===== config.mk =====
export PLATFORM = sky130hd
export DESIGN_NAME = sram_port_arbiter
export DESIGN_NICKNAME = d
export VERILOG_FILES = /design/src/rtl/sram_arb_pkg.sv /design/src/rtl/sram_arb_rsp_pipe.sv /design/src/rtl/sram_port_arbiter.sv
export SDC_FILE = /design/constraint.sdc
export NUM_CORES = 1
export LEC_CHECK = 0
export ABC_AREA = 1
export CAP_MARGIN = 10
export CORE_AREA = 2 2 126 128
export DETAILED_ROUTE_END_ITERATION = 12
export DIE_AREA = 0 0 128 130
export HOLD_SLACK_MARGIN = 0.15
export PLACE_DENSITY_LB_ADDON = 0.12
export SYNTH_ARGS = -nofsm -noshare
export SYNTH_HDL_FRONTEND = slang
export SYNTH_HIERARCHICAL = 1
export SYNTH_SLANG_ARGS = --single-unit
export TNS_END_PERCENT = 5

===== constraint.sdc =====
create_clock -name clk -period 3.3 [get_ports clk]
set_input_delay 0.495 -clock clk [delete_from_list [all_inputs] [get_ports clk]]
set_output_delay 0.495 -clock clk [all_outputs]
set_load 0.01 [all_outputs]

===== src/rtl/sram_arb_pkg.sv =====
// Shared types and helpers for the SRAM port arbiter.
// Used by sram_port_arbiter and sram_arb_rsp_pipe.
package sram_arb_pkg;

  // Wide enough for up to 8 requesters.
  localparam int ID_W = 3;

  typedef struct packed {
    logic            valid;
    logic [ID_W-1:0] id;
    logic            err;
  } rsp_pipe_t;

  typedef enum logic {
    IDLE   = 1'b0,
    LOCKED = 1'b1
  } arb_state_t;

  // First set index at or after ptr, wrapping at n.
  function automatic logic [ID_W-1:0] rr_pick(
    input logic [7:0]      valid,
    input logic [ID_W-1:0] ptr,
    input int              n
  );
    int j;
    rr_pick = ptr;
    for (int k = 7; k >= 0; k--) begin
      j = int'(ptr) + k;
      if (j >= n) j = j - n;
      if (k < n && valid[j[2:0]])
        rr_pick = j[ID_W-1:0];
    end
  endfunction

endpackage


===== src/rtl/sram_arb_rsp_pipe.sv =====
// Delay line carrying read-response routing info
// alongside the SRAM read latency.
module sram_arb_rsp_pipe
  import sram_arb_pkg::*;
#(
  parameter int DEPTH = 2
) (
  input  logic      clk,
  input  logic      rst,
  input  rsp_pipe_t in_ent,
  output rsp_pipe_t out_ent
);

  rsp_pipe_t pipe_q [DEPTH];
  rsp_pipe_t pipe_d [DEPTH];

  // Shift each entry one stage per cycle.
  always_comb begin
    pipe_d[0] = in_ent;
    for (int s = 1; s < DEPTH; s++)
      pipe_d[s] = pipe_q[s-1];
  end

  // Reset drops every response in flight.
  always_ff @(posedge clk) begin
    for (int s = 0; s < DEPTH; s++) begin
      if (!rst) pipe_q[s] <= '0;
      else      pipe_q[s] <= pipe_d[s];
    end
  end

  assign out_ent = pipe_q[DEPTH-1];

endmodule


===== src/rtl/sram_port_arbiter.sv =====
// Shares one single-port SRAM among NUM_REQ requesters.
// Optional counters: define SRAM_ARB_STATS_EN.
module sram_port_arbiter
  import sram_arb_pkg::*;
#(
  parameter int NUM_REQ   = 3,
  parameter int ADDR_W    = 30,
  parameter int SRAM_AW   = 10,
  parameter int NUM_WORDS = 1024,
  parameter int DATA_W    = 32,
  parameter int RD_LAT    = 1,
  parameter int PRIO0     = 1
) (
  input  logic                       clk,
  input  logic                       rst,
  input  logic [NUM_REQ-1:0]         IN_req_valid,
  input  logic [NUM_REQ-1:0]         IN_req_we,
  input  logic [NUM_REQ-1:0]         IN_req_lock,
  input  logic [NUM_REQ*ADDR_W-1:0]  IN_req_addr,
  input  logic [NUM_REQ*DATA_W-1:0]  IN_req_data,
  input  logic [NUM_REQ*DATA_W/8-1:0] IN_req_wm,
  output logic [NUM_REQ-1:0]         OUT_req_ready,
  output logic [NUM_REQ-1:0]         OUT_rsp_valid,
  output logic                       OUT_rsp_err,
  output logic [DATA_W-1:0]          OUT_rsp_data,
  output logic                       OUT_SRAM_nce,
  output logic                       OUT_SRAM_nwe,
  output logic [SRAM_AW-1:0]         OUT_SRAM_addr,
  output logic [DATA_W-1:0]          OUT_SRAM_data,
  output logic [DATA_W/8-1:0]        OUT_SRAM_wm,
  input  logic [DATA_W-1:0]          IN_SRAM_data
`ifdef SRAM_ARB_STATS_EN
  ,
  output logic [NUM_REQ*32-1:0]      OUT_stat_grants,
  output logic [NUM_REQ*32-1:0]      OUT_stat_stalls,
  output logic [31:0]                OUT_stat_oor
`endif
);

  localparam int MW = DATA_W / 8;

  arb_state_t state_q, state_d;
  logic [ID_W-1:0] ptr_q, ptr_d;
  logic [ID_W-1:0] owner_q, owner_d;
  logic [7:0]      valid8;
  logic [ID_W-1:0] gnt_id;
  logic            gnt_any;

  logic              sel_we, sel_lock, in_range;
  logic [ADDR_W-1:0] sel_addr;
  logic [DATA_W-1:0] sel_data;
  logic [MW-1:0]     sel_wm;

  logic              nce_q, nce_d, nwe_q, nwe_d;
  logic [SRAM_AW-1:0] addr_q, addr_d;
  logic [DATA_W-1:0] data_q, data_d;
  logic [MW-1:0]     wm_q, wm_d;

  rsp_pipe_t pipe_in, pipe_out;

  // Pick the winner; nothing is granted while in reset.
  always_comb begin
    valid8 = '0;
    valid8[NUM_REQ-1:0] = IN_req_valid;
    gnt_id  = '0;
    gnt_any = 1'b0;
    unique case (state_q)
      LOCKED: begin
        gnt_id  = owner_q;
        gnt_any = valid8[owner_q];
      end
      IDLE: begin
        gnt_any = |IN_req_valid;
        if (PRIO0 != 0 && IN_req_valid[0])
          gnt_id = '0;
        else
          gnt_id = rr_pick(valid8, ptr_q, NUM_REQ);
      end
    endcase
    gnt_any = gnt_any & rst;
    for (int i = 0; i < NUM_REQ; i++)
      OUT_req_ready[i] = gnt_any && (gnt_id == ID_W'(i));
  end

  // Mux the granted beat.
  always_comb begin
    sel_we   = 1'b0;
    sel_lock = 1'b0;
    sel_addr = '0;
    sel_data = '0;
    sel_wm   = '0;
    for (int i = 0; i < NUM_REQ; i++) begin
      if (OUT_req_ready[i]) begin
        sel_we   = IN_req_we[i];
        sel_lock = IN_req_lock[i];
        sel_addr = IN_req_addr[i*ADDR_W +: ADDR_W];
        sel_data = IN_req_data[i*DATA_W +: DATA_W];
        sel_wm   = IN_req_wm[i*MW +: MW];
      end
    end
    in_range = sel_addr < ADDR_W'(NUM_WORDS);
  end

  // Pointer and lock ownership follow every fired beat.
  always_comb begin
    state_d = state_q;
    owner_d = owner_q;
    ptr_d   = ptr_q;
    if (gnt_any) begin
      if (gnt_id == ID_W'(NUM_REQ-1)) ptr_d = '0;
      else                            ptr_d = gnt_id + ID_W'(1);
      if (sel_lock) begin
        state_d = LOCKED;
        owner_d = gnt_id;
      end else begin
        state_d = IDLE;
      end
    end
  end

  // SRAM strobes pulse for one cycle; address and data hold.
  always_comb begin
    nce_d  = 1'b1;
    nwe_d  = 1'b1;
    addr_d = addr_q;
    data_d = data_q;
    wm_d   = wm_q;
    if (gnt_any && in_range) begin
      nce_d  = 1'b0;
      nwe_d  = ~sel_we;
      addr_d = sel_addr[SRAM_AW-1:0];
      data_d = sel_data;
      wm_d   = sel_wm;
    end
  end

  // Arbitration state and registered SRAM drive.
  always_ff @(posedge clk) begin
    if (!rst) begin
      state_q <= IDLE;
      ptr_q   <= '0;
      owner_q <= '0;
      nce_q   <= 1'b1;
      nwe_q   <= 1'b1;
      addr_q  <= '0;
      data_q  <= '0;
      wm_q    <= '0;
    end else begin
      state_q <= state_d;
      ptr_q   <= ptr_d;
      owner_q <= owner_d;
      nce_q   <= nce_d;
      nwe_q   <= nwe_d;
      addr_q  <= addr_d;
      data_q  <= data_d;
      wm_q    <= wm_d;
    end
  end

  assign OUT_SRAM_nce  = nce_q;
  assign OUT_SRAM_nwe  = nwe_q;
  assign OUT_SRAM_addr = addr_q;
  assign OUT_SRAM_data = data_q;
  assign OUT_SRAM_wm   = wm_q;

  // Every read, in range or not, gets a routed response.
  always_comb begin
    pipe_in.valid = gnt_any && !sel_we;
    pipe_in.id    = gnt_id;
    pipe_in.err   = !in_range;
  end

  sram_arb_rsp_pipe #(
    .DEPTH (RD_LAT + 1)
  ) u_rsp_pipe (
    .clk     (clk),
    .rst     (rst),
    .in_ent  (pipe_in),
    .out_ent (pipe_out)
  );

  // Route the response; data reads zero unless a good read lands.
  always_comb begin
    for (int i = 0; i < NUM_REQ; i++)
      OUT_rsp_valid[i] = pipe_out.valid && (pipe_out.id == ID_W'(i));
    OUT_rsp_err  = pipe_out.valid && pipe_out.err;
    OUT_rsp_data = (pipe_out.valid && !pipe_out.err) ? IN_SRAM_data : '0;
  end

`ifdef SRAM_ARB_STATS_EN
  logic [NUM_REQ*32-1:0] grants_q, grants_d;
  logic [NUM_REQ*32-1:0] stalls_q, stalls_d;
  logic [31:0]           oor_q, oor_d;

  // Free-running wrap-around event counters.
  always_comb begin
    for (int i = 0; i < NUM_REQ; i++) begin
      grants_d[i*32 +: 32] = grants_q[i*32 +: 32] + 32'(OUT_req_ready[i]);
      stalls_d[i*32 +: 32] = stalls_q[i*32 +: 32]
                           + 32'(IN_req_valid[i] & ~OUT_req_ready[i]);
    end
    oor_d = oor_q + 32'(gnt_any & ~in_range);
  end

  // Counter registers.
  always_ff @(posedge clk) begin
    if (!rst) begin
      grants_q <= '0;
      stalls_q <= '0;
      oor_q    <= '0;
    end else begin
      grants_q <= grants_d;
      stalls_q <= stalls_d;
      oor_q    <= oor_d;
    end
  end

  assign OUT_stat_grants = grants_q;
  assign OUT_stat_stalls = stalls_q;
  assign OUT_stat_oor    = oor_q;
`endif

endmodule


# After elaboration in Yosys (flattened, before gate mapping)
# Memories as Yosys holds them, arrays and structs flattened.
# Index checks and enable logic that the tools add are counted.
# W data, S select, Z words.
[classes] n_reduce_logical=18 bitwise_logic=5 n_mux=46 addsub=6 n_lt_le_gt_ge=8 eq_ne=4
[op_table] operator="$mux W32" count=4
[op_table] operator="$mux W30" count=3
[op_table] operator="$mux W3" count=14
[op_table] operator="$lt A30 B11 Y1 const B" count=1
[op_table] operator="$lt A3 B4 Y1 const B" count=4
[op_table] operator="$mux W1" count=14
[op_table] operator="$bmux W1 S3" count=4
[op_table] operator="$mux W4" count=3
[op_table] operator="$logic_and A1 B1 Y1" count=10
[op_table] operator="$mux W5" count=2
[op_table] operator="$sub A3 B2 Y3 const B" count=3
[op_table] operator="$ge A4 B2 Y1 const B" count=2
[op_table] operator="$eq A3 B1 Y1 const B" count=2
[op_table] operator="$eq A3 B2 Y1 const B" count=2
[op_table] operator="$logic_not A3 Y1" count=2
[op_table] operator="$pmux W3 S2" count=1
[op_table] operator="$add A3 B1 Y4 const B" count=1
[op_table] operator="$add A3 B2 Y4 const B" count=1
[op_table] operator="$reduce_and A2 Y1" count=2
[op_table] operator="$add A3 B1 Y3 const B" count=1
[op_table] operator="$ge A3 B2 Y1 const B" count=1
[op_table] operator="$logic_not A1 Y1" count=3
[op_table] operator="$reduce_or A3 Y1" count=1
[op_table] operator="$not A1 Y1" count=2
[op_table] operator="3 further kinds" count=4
[word_totals] elab_cells=96 mem_count=1 out_inout_bits=87 regBits=55 input_bits=241 ramBits=10
[memory_table] memory="u_rsp_pipe.pipe_q" words=2 width=5 read_ports=2 rd_clocked_by_memory_dff=0 wr=2 line_no="sram_arb_rsp_pipe.sv:14" source="rsp_pipe_t pipe_q [DEPTH];"

# Longest topological paths before layout
# Gate-level depths: netlist of run 1.
[logic_depth] depth_word=20 depth_mapped=26 mapped_depth_nobuf=25

# By module
# The synthesis of run 1 kept the hierarchy.
[modules_own_cells] module="sram_port_arbiter" instances=1 seq_area_each_um2=1101.1 area_per_inst_um2=4655.7 cells_per_inst=813
[modules_own_cells] module="sram_arb_rsp_pipe" instances=1 seq_area_each_um2=200.2 area_per_inst_um2=286.5 cells_per_inst=31

# Worst setup path before layout of run 1
# No wires, ideal clock.
[synth_path] path_type="register to register" startpoint="reg ptr_q[1]" endpoint="reg data_q[28], in the netlist OUT_SRAM_data[28]" stages_incl_launch_ff=26 t_required_ns=3.236 setup_ns=0.064 synth_period_minus_slack_ns=2.549 t_arrival_ns=2.485 path_buffers=2 setup_slack_ns=0.751 path_cell_list="dfxtp_1 > inv_1 > ha_1 > nand2_2 > nand2_2 > nand2_1 > nand2_1 > inv_1 > nand2_1 > nand2_1 > nand2_1 > nand2_1 > nand3_1 > nand2_1 > nand2_1 > nand2_2 > nand2_4 > inv_4 > nand3_4 > nor2_1 > nand2_1 > nand2_2 > buf_6 > buf_8 > a21oi_2 > nor2_1"
[synth_via] elab_chain_len=19 elab_cells_between_ends=42 cone_classes="add/sub (5); order compare (4); eq/ne (2); mux (26); reduce/logical (5)"
[synth_lines] element="start: declaration" line_no="sram_port_arbiter.sv:43" source="logic [ID_W-1:0] ptr_q, ptr_d;"
[synth_lines] element="start signal: assignment" line_no="sram_port_arbiter.sv:150" source="ptr_q <= ptr_d;"
[synth_lines] element="$add A3 B2 Y4" line_no="sram_arb_pkg.sv:28" source="j = int'(ptr) + k;"
[synth_lines] element="$ge A4 B2 Y1 / $sub A3 B2 Y3 (equally long branches)" line_no="sram_arb_pkg.sv:29" source="if (j >= n) j = j - n;"
[synth_lines] element="$mux W3" line_no="sram_arb_pkg.sv:29"
[synth_lines] element="$mux W3" line_no="sram_port_arbiter.sv:74" source="if (PRIO0 != 0 && IN_req_valid[0])"
[synth_lines] element="$mux W3" line_no="sram_port_arbiter.sv:67" source="unique case (state_q)"
[synth_lines] element="$bmux W1 S3" line_no="sram_arb_pkg.sv:30" source="if (k < n && valid[j[2:0]])"
[synth_lines] element="$mux W1 (implied by the code)" line_no="sram_arb_pkg.sv:30"
[synth_lines] element="$mux W3 (2 in a row)" line_no="sram_arb_pkg.sv:30"
[synth_lines] element="$mux W3 (*)" line_no="sram_arb_pkg.sv:30"
[synth_lines] element="$mux W3 (*)" line_no="sram_port_arbiter.sv:74"
[synth_lines] element="$pmux W3 S2 (*)" line_no="sram_port_arbiter.sv:67"
[synth_lines] element="$logic_not A3 Y1" line_no="sram_port_arbiter.sv:82" source="OUT_req_ready[i] = gnt_any && (gnt_id == ID_W'(i));"
[synth_lines] element="$logic_and A1 B1 Y1" line_no="sram_port_arbiter.sv:82"
[synth_lines] element="$mux W30 (3 in a row)" line_no="sram_port_arbiter.sv:93" source="if (OUT_req_ready[i]) begin"
[synth_lines] element="$lt A30 B11 Y1" line_no="sram_port_arbiter.sv:101" source="in_range = sel_addr < ADDR_W'(NUM_WORDS);"
[synth_lines] element="$logic_and A1 B1 Y1" line_no="sram_port_arbiter.sv:128" source="if (gnt_any && in_range) begin"
[synth_lines] element="end signal: assignment" line_no="sram_port_arbiter.sv:155" source="data_q <= data_d;"
[synth_lines] element="end: declaration" line_no="sram_port_arbiter.sv:56" source="logic [DATA_W-1:0] data_q, data_d;"
# Every way passes the cells marked *; elsewhere a longest branch is shown, timed or not. The select of a mux whose other input is x is not followed.
# A chain may end at the register's enable or synchronous reset.

# Final worst setup path of run 1
[layout_path] startpoint="reg ptr_q[0]" endpoint="out OUT_req_ready[2]"
[layout_via] elab_chain_len=14 elab_cells_between_ends=30 cone_classes="add/sub (5); order compare (3); eq/ne (1); mux (20); reduce/logical (1)"
[layout_lines] element="$add A3 B2 Y4" line_no="sram_arb_pkg.sv:28"
[layout_lines] element="$ge A4 B2 Y1 / $sub A3 B2 Y3 (equally long branches)" line_no="sram_arb_pkg.sv:29"
[layout_lines] element="$mux W3" line_no="sram_arb_pkg.sv:29"
[layout_lines] element="$mux W3" line_no="sram_port_arbiter.sv:74"
[layout_lines] element="$mux W3" line_no="sram_port_arbiter.sv:67"
[layout_lines] element="$bmux W1 S3" line_no="sram_arb_pkg.sv:30"
[layout_lines] element="$mux W1 (implied by the code)" line_no="sram_arb_pkg.sv:30"
[layout_lines] element="$mux W3 (2 in a row)" line_no="sram_arb_pkg.sv:30"
[layout_lines] element="$mux W3 (*)" line_no="sram_arb_pkg.sv:30"
[layout_lines] element="$mux W3 (*)" line_no="sram_port_arbiter.sv:74"
[layout_lines] element="$pmux W3 S2 (*)" line_no="sram_port_arbiter.sv:67"
[layout_lines] element="via gnt_id[1]" line_no="sram_port_arbiter.sv:46" source="logic [ID_W-1:0] gnt_id;"
[layout_lines] element="$eq A3 B2 Y1 (*)" line_no="sram_port_arbiter.sv:82"
[layout_lines] element="$logic_and A1 B1 Y1 (*)" line_no="sram_port_arbiter.sv:82"
[layout_lines] element="end: declaration" line_no="sram_port_arbiter.sv:22" source="output logic [NUM_REQ-1:0] OUT_req_ready,"
# The timed path passes the listed nets; every way through them passes the cells marked *. The select of a mux whose other input is x is not followed.

==> reports/metrics.yaml, run 1 <==
status:
  run_status: "completed"
yosys:
  synth_cells: 844
  synth.distinct_cells: 35
  synth_ff_type: "dfxtp_1"
  synth.avg_cell_area_um2: 5.86
  async_reset_ff_frac: 0
  synth-warning-count: 6
  syn_area_mm2: 0.00494
  synth_top_cell_by_area: "dfxtp_1"
  synth_area_leaders: "dfxtp_1 26%, nand2_1 13%, nor2_1 13%"
  yosysSeqAreaShare: 0.263
  synth_seq_cells: 65
  synth_common_cells: "174 x nand2_1, 165 x nor2_1, 111 x inv_1"
  synth_top_area_frac: 0.263
  yosys.cell_count.top_type: "nand2_1"
  syn-num-nets: 1092
  synth_edf_count: 0
floorplanning:
  die_w_um: 128
  die_h_um: 130
  initial_core_util: 0.320
  ioPinCount: 328
  core_mm2: 0.0154
  rows: 46
  die_area_mm2: 0.0166
sta:
  tns_ps: 0
  finalWorstSetupSlack_ps: 235
  period_minus_slack_ps: 3060
  tightest_slew_ps: 689
  drv_slew: 0
  finalHoldViolCount: 0
  clock_skew_ps: 9.72
  rsz0062_at_grt: "no"
  holdWs_ps: 408
  fin_crit_sh: 0.929
  finalSetupViolCount: 0
  slew_headroom: 0.541
  fmax_mhz: 326
setup_path:
  cp_data_arrival_time_ps: 2570
  worstReg2RegEnd: "OUT_SRAM_addr[2]"
  r2r_slack_ps: 340
  reg2reg_from: "ptr_q[1]"
  critPathSlowestCell: "dfxtp_1"
  crit_fanout: 8
  endpoint_kind: "output pin"
  required_ps: 2800
  crit_chain: "ha_1 > ha_1 > inv_1 > nand3_2 > nand2_1 > nand2_1 > o21ai_1 > inv_1 > nand3_2 > nor2_1 > nor2_2 > nand2_1 > nand2_4 > nand3_4 > clkinv_1 > dlygate4sd2_1"
  reg2regPathDepth: 22
  start_kind: "register"
  critPathMaxStageDelay_ps: 320
  crit_type: "reg -> out"
  path_common_cell: "nand2_1"
cells_and_area:
  fin_nets: 1398
  drive_above_1_share: 0.0727
  syn_to_final_growth_pct: 77.7
  fin_util: 0.569
  fin_cells: 1348
place:
  dpl_worst_slack_ps: 61.6
  hpwl_um: 15300
  port_buffers: 327
  gp_congestion: 0.865
  dp.cells: 1325
global_route:
  grt_max_degree: 65
  grt_usage: 0.223
  antenna_found_initial: 0
  grt_pass1_vias: 5807
  grt.overflow.total: 0
  grt_pass1_wl_um: 29300
route:
  wl_per_cell_um: 14.4
  via_per_inst: 4.79
  drt_iter0_drc: 316
  drc: 0
  drtPass1Iterations: 4
  vias: 6454
  drtAntennaViolNets: 0
  routed_wl_um: 19400
clock_network:
  cts_tree: "yes"
  cts_root_buf: "clkbuf_16"
  clk_latency_ps: 340
  cts_buffers: 9
  cts_max_path_buffers: 2
  cts.sinks: 65
  htree_levels: 3
  clk_pin_slew_worst_paths_ps: 50
power_and_ir_drop:
  power_leakage_nw: 4.06
  power_frac_comb: 0.708
  pwr-share-clk: 0.127
  powerDensity_mw_per_mm2: 881
  p_switching_mw: 3.80
  seq_power_share: 0.165
  peakVddDrop_mv: 0.743
  swShare: 0.492
  intPower_mw: 3.93
hold_path:
  holdPathEnd: "u_rsp_pipe/pipe_q[1][0]"
  min_delay_path_depth: 2
  min_from: "u_rsp_pipe/pipe_q[0][0]"
  min_path_type: "reg -> reg"
run:
  maxCapViolCount: 0
-- layout by cell type, fill, tap and decap left out, types with 10 or more instances in the layout --
cell               n
clkdlybuf4s50_1  323
nand2_1          174
nor2_1           164
inv_1            108
nand3_1           85
nand4_1           82
dfxtp_1           63
a21oi_1           34
buf_4             22
nor4_1            17
a21oi_2           10
-- how the worst max path moves through the flow --
stage | from | to | slack (ps)
after floorplan | ptr_q[1] | OUT_SRAM_data[28] | 750
after global routing | ptr_q[2] | OUT_req_ready[2] | 10
after CTS | ptr_q[1] | OUT_req_ready[2] | 180
after global placement | IN_req_valid[1] | OUT_req_ready[2] | 120
final | ptr_q[0] | OUT_req_ready[2] | 240
after detailed placement | IN_req_valid[1] | OUT_req_ready[1] | 60
-- layout make-up --
cell class | count | area [um2]
multi-input combinational | 604 | 2940
sequential | 65 | 1300
timing repair buffer | 356 | 3550
inverter | 114 | 434
clock buffer | 10 | 239
tap | 192 | 240
antenna | 1 | 2.50
clock inverter | 6 | 67.6
fill | 1578 | 6640
-- registers in the layout, indices dropped and copies added, names as in the netlist --
name	flops
OUT_SRAM_addr	10
OUT_SRAM_data	32
OUT_SRAM_nce	1
OUT_SRAM_nwe	1
OUT_SRAM_wm	4
owner_q	3
ptr_q	3
state_q	1
u_rsp_pipe/pipe_q	10
-- stage by stage --
stage	power (mW)	cell area (um2)
finish	7.73	8780
global route	8.44	8780
CTS	7.73	8730
detailed placement	6.68	8380
global placement	6.64	8380
floorplan	4.82	4940
-- critical path, delay by kind of cell (launching register included) --
family                     cells  cell delay (ps)
and+or+nand+nor                9              910
buffers and inverters          4              500
adders and majority gates      2              370
DFF                            1              320
AOI/OAI and AO/OA              1              130
-- power groups by stage --
stage	Sequential, mW	Combinational, mW	Clock [mW]
after global placement	1.28	5.36	0
after floorplan	1.40	3.41	0
after detailed placement	1.29	5.39	0
after global routing	1.31	6.10	1.02
final	1.28	5.48	0.979
after CTS	1.28	5.46	0.999
-- cell families (layout without fill, tap and decap cells) --
logic type | Yosys count | in the layout | share of synthesized area
flops | 65 | 65 | 0.263
other cells | 0 | 1 | 0
fa+ha+maj | 7 | 7 | 0.0177
simple gates | 544 | 544 | 0.503
compound gates | 53 | 53 | 0.0640
buf+inv | 175 | 486 | 0.152
-- what timing repair did --
action / 4_1_cts / 5_1_grt
resized for setup: 10 / 6
pin swaps: 1 / 1
buffers inserted: 1 / 5
hold buffers: 0 / 0
endpoints found under the hold margin: 0 / 0
setup endpoints to repair: 3 / 11
-- per-layer routing --
metal | up-vias | routed length [um] | part of all wire | track usage
li1 | 3336 | - | - | -
met2 | 264 | 9890 | 0.51 | 0.409
met1 | 2819 | 7490 | 0.39 | 0.247
met3 | 35 | 1380 | 0.071 | 0.0463
met5 | - | 0 | 0 | 0
met4 | 0 | 651 | 0.034 | 0.107
Note: power is estimated with default switching activity, not from simulation.
==> inputs of run 2 (changes only) <==
--- a/config.mk
+++ b/config.mk
@@ -14,6 +14,5 @@
 export PLACE_DENSITY_LB_ADDON = 0.12
 export SYNTH_ARGS = -nofsm -noshare
 export SYNTH_HDL_FRONTEND = slang
-export SYNTH_HIERARCHICAL = 1
 export SYNTH_SLANG_ARGS = --single-unit
 export TNS_END_PERCENT = 5
==> run 2 against run 1 <==
Against the previous run: sequential power is 5% higher; critical path type unchanged; register-to-register slack hardly changed; synthesized area is 11% lower; total power is 15% lower; largest cell class unchanged; largest power group unchanged; die area stayed put; combinational power is 22% lower; utilization is 4.0 points lower.
==> reports/metrics.yaml, run 2 <==
setup_path:
  r2r_slack_ps: 330  # about the same
  worstReg2RegEnd: "OUT_SRAM_addr[6]"
  cp_data_arrival_time_ps: 2640  # +70 ps
  start_kind: "register"
  crit_fanout: 7  # -1
  required_ps: 2800  # about the same
  reg2reg_from: "ptr_q[0]"
  reg2regPathDepth: 18  # -18%
  crit_type: "reg -> out"
  startpoint: "ptr_q[0]"
  endpoint_kind: "output pin"
yosys:
  synth_top_area_frac: 0.296  # +0.0328
  syn_area_mm2: 0.00440  # -11%
  synth.avg_cell_area_um2: 5.86  # about the same
  synth-warning-count: 0  # -6
  synth_common_cells: "250 x nand2_1, 116 x nor2_1, 99 x inv_1"
  syn-num-nets: 998  # -8.6%
  synth_cells: 750  # -11%
  synth_top_cell_by_area: "dfxtp_1"
  synth_edf_count: 0  # unchanged
  synth_area_leaders: "dfxtp_1 30%, nand2_1 21%, nor2_1 9.9%"
  async_reset_ff_frac: 0  # unchanged
  yosysSeqAreaShare: 0.296  # +0.0328
  yosys.cell_count.top_type: "nand2_1"
  synth_ff_type: "dfxtp_1"
  synth_seq_cells: 65  # unchanged
  synth.distinct_cells: 35  # unchanged
clock_network:
  cts_max_path_buffers: 2  # unchanged
  clk_latency_ps: 330  # about the same
  hold_buffers: 0  # unchanged
  post-cts-setup-buffers: 0  # -1
  clk_pin_slew_worst_paths_ps: 50  # about the same
  cts_tree: "yes"
  htree_levels: 3  # unchanged
  cts.sinks: 65  # unchanged
  cts_root_buf: "clkbuf_16"
  cts_buffers: 9  # unchanged
status:
  run_status: "completed"
global_route:
  grt_usage: 0.200  # -0.0228
  antenna_found_initial: 1  # +1
  grt_max_degree: 56  # -14%
  grt_pass1_vias: 5015  # -14%
  grt_pass1_wl_um: 25900  # -12%
  grt.overflow.total: 0  # unchanged
cells_and_area:
  fin_nets: 1315  # -5.9%
  largest_reg_flops: 32  # unchanged
  final_common_cell: "clkdlybuf4s50_1"
  final.fill_count: 1571  # -0.44%
  ff_latch_area_mm2: 0.00130  # about the same
  final_cell_area_mm2: 0.00817  # -7.0%
  syn_to_final_growth_pct: 85.8
  layout.cells.most_common_list: "323 x clkdlybuf4s50_1, 250 x nand2_1, 116 x nor2_1, 97 x inv_1, 84 x nand3_1"
  multiInputGateArea_mm2: 0.00249  # -15%
  fin_util: 0.529  # -0.0399
  drive_above_1_share: 0.0560  # -0.0168
route:
  vias: 5571  # -14%
  via_per_inst: 4.40  # -8.1%
  drc: 0  # unchanged
  drt_iter0_drc: 206  # -35%
  drtPass1Iterations: 4  # unchanged
  wl_per_cell_um: 13.8  # -4.5%
  drtAntennaViolNets: 0  # unchanged
  routed_wl_um: 17400  # -10%
power_and_ir_drop:
  peakVddDrop_mv: 0.349  # -53%
  p_total_mw: 6.59  # -15%
  power_leakage_nw: 3.75  # -7.6%
  powerDensity_mw_per_mm2: 807  # -8.4%
sta:
  fin_crit_sh: 0.951  # +0.0224
  drv_slew: 0  # unchanged
  fmax_mhz: 319  # -2.4%
  period_minus_slack_ps: 3140  # +74.1 ps
  slew_headroom: 0.587  # +0.0463
  rsz0062_at_grt: "yes"
  tns_ps: 0  # unchanged
  finalHoldViolCount: 0  # unchanged
  clock_skew_ps: 4.53  # -5.19 ps
  finalSetupViolCount: 0  # unchanged
  tightest_slew_ps: 619  # -69.4 ps
  finalWorstSetupSlack_ps: 161  # -74.1 ps
place:
  placed_cell_area_mm2: 0.00784  # -6.5%
  hpwl_um: 13900  # -8.7%
  dpl_worst_slack_ps: 110  # +48.6 ps
  gp_congestion: 0.880  # +1.7%
  port_buffers: 327  # unchanged
run:
  maxCapViolCount: 0  # unchanged
hold_path:
  min_path_type: "reg -> reg"
  holdPathEnd: "u_rsp_pipe.pipe_q[1][0]"
  min_from: "u_rsp_pipe.pipe_q[0][0]"
  min_delay_path_depth: 2  # unchanged
floorplanning:
  rows: 46  # unchanged
  die_h_um: 130  # unchanged
  initial_core_util: 0.285  # -0.0354
  die_w_um: 128  # unchanged
  core_mm2: 0.0154  # unchanged
  ioPinCount: 328  # unchanged
  die_area_mm2: 0.0166  # unchanged
[run 2: routing by layer]
layer,part of all wire,vias up,global-route usage
li1,-,2950,-
met1,0.39,2372,0.224
met2,0.52,231,0.375
met3,0.074,18,0.0451
met4,0.018,0,0.0692
met5,0,-,0
[run 2: cells by family (layout without fill, tap and decap cells)]
logic type / Yosys count / in the layout / share of synthesized area
compound gates: 42 / 42 / 0.0524
xor+xnor: 3 / 3 / 0.00769
fa+ha+maj: 7 / 7 / 0.0199
buf+inv: 140 / 462 / 0.142
flops: 65 / 65 / 0.296
other cells: 0 / 2 / 0
simple gates: 493 / 493 / 0.482
[run 2: power breakdown]
part / internal [mW] / switching, mW / total (mW) / leakage [nW]
registers: 1.16 / 0.188 / 1.35 / 0.535
logic: 1.86 / 2.40 / 4.26 / 3.07
clock network: 0.626 / 0.355 / 0.980 / 0.149
[run 2: through the flow]
stage               hold WS [ps]  std cells
floorplan                    390        750
global placement             395       1248
detailed placement           396       1248
CTS                          409       1264
global route                 427       1265
finish                       408       1266
[run 2: area by class of cell]
cell class,count,area share
diodes,2,0.000613
clock buffers,12,0.0314
clock inverters,4,0.00628
inverters,104,0.0478
multi-input cells,545,0.305
flip-flops and latches,65,0.159
well taps,192,0.0294
repair buffers,342,0.420
[run 2: critical path, stage by stage, from the launching register on]
cell           delay, ps
dfxtp_1              360
ha_1                 210
ha_1                 170
inv_1                 80
nand3_2              130
o21ai_1              210
nand2_1               90
nand3_2              130
a21oi_1               80
nor2_2               170
nand2_1              120
nand2_4              120
nand2_1               80
inv_2                 50
dlygate4sd2_1        310
[run 2: worst max path at each step]
stage,end,slack [ps],depth (start not counted)
floorplan,OUT_req_ready[2],580,17
global placement,OUT_req_ready[0],120,12
detailed placement,OUT_req_ready[0],110,14
CTS,OUT_req_ready[0],-150,15
global route,OUT_req_ready[1],-50,15
finish,OUT_req_ready[1],160,14
[run 2: repair_timing]
item	in CTS	in global routing
setup endpoints to repair	3	49
pin swaps	0	1
resized for setup	6	3
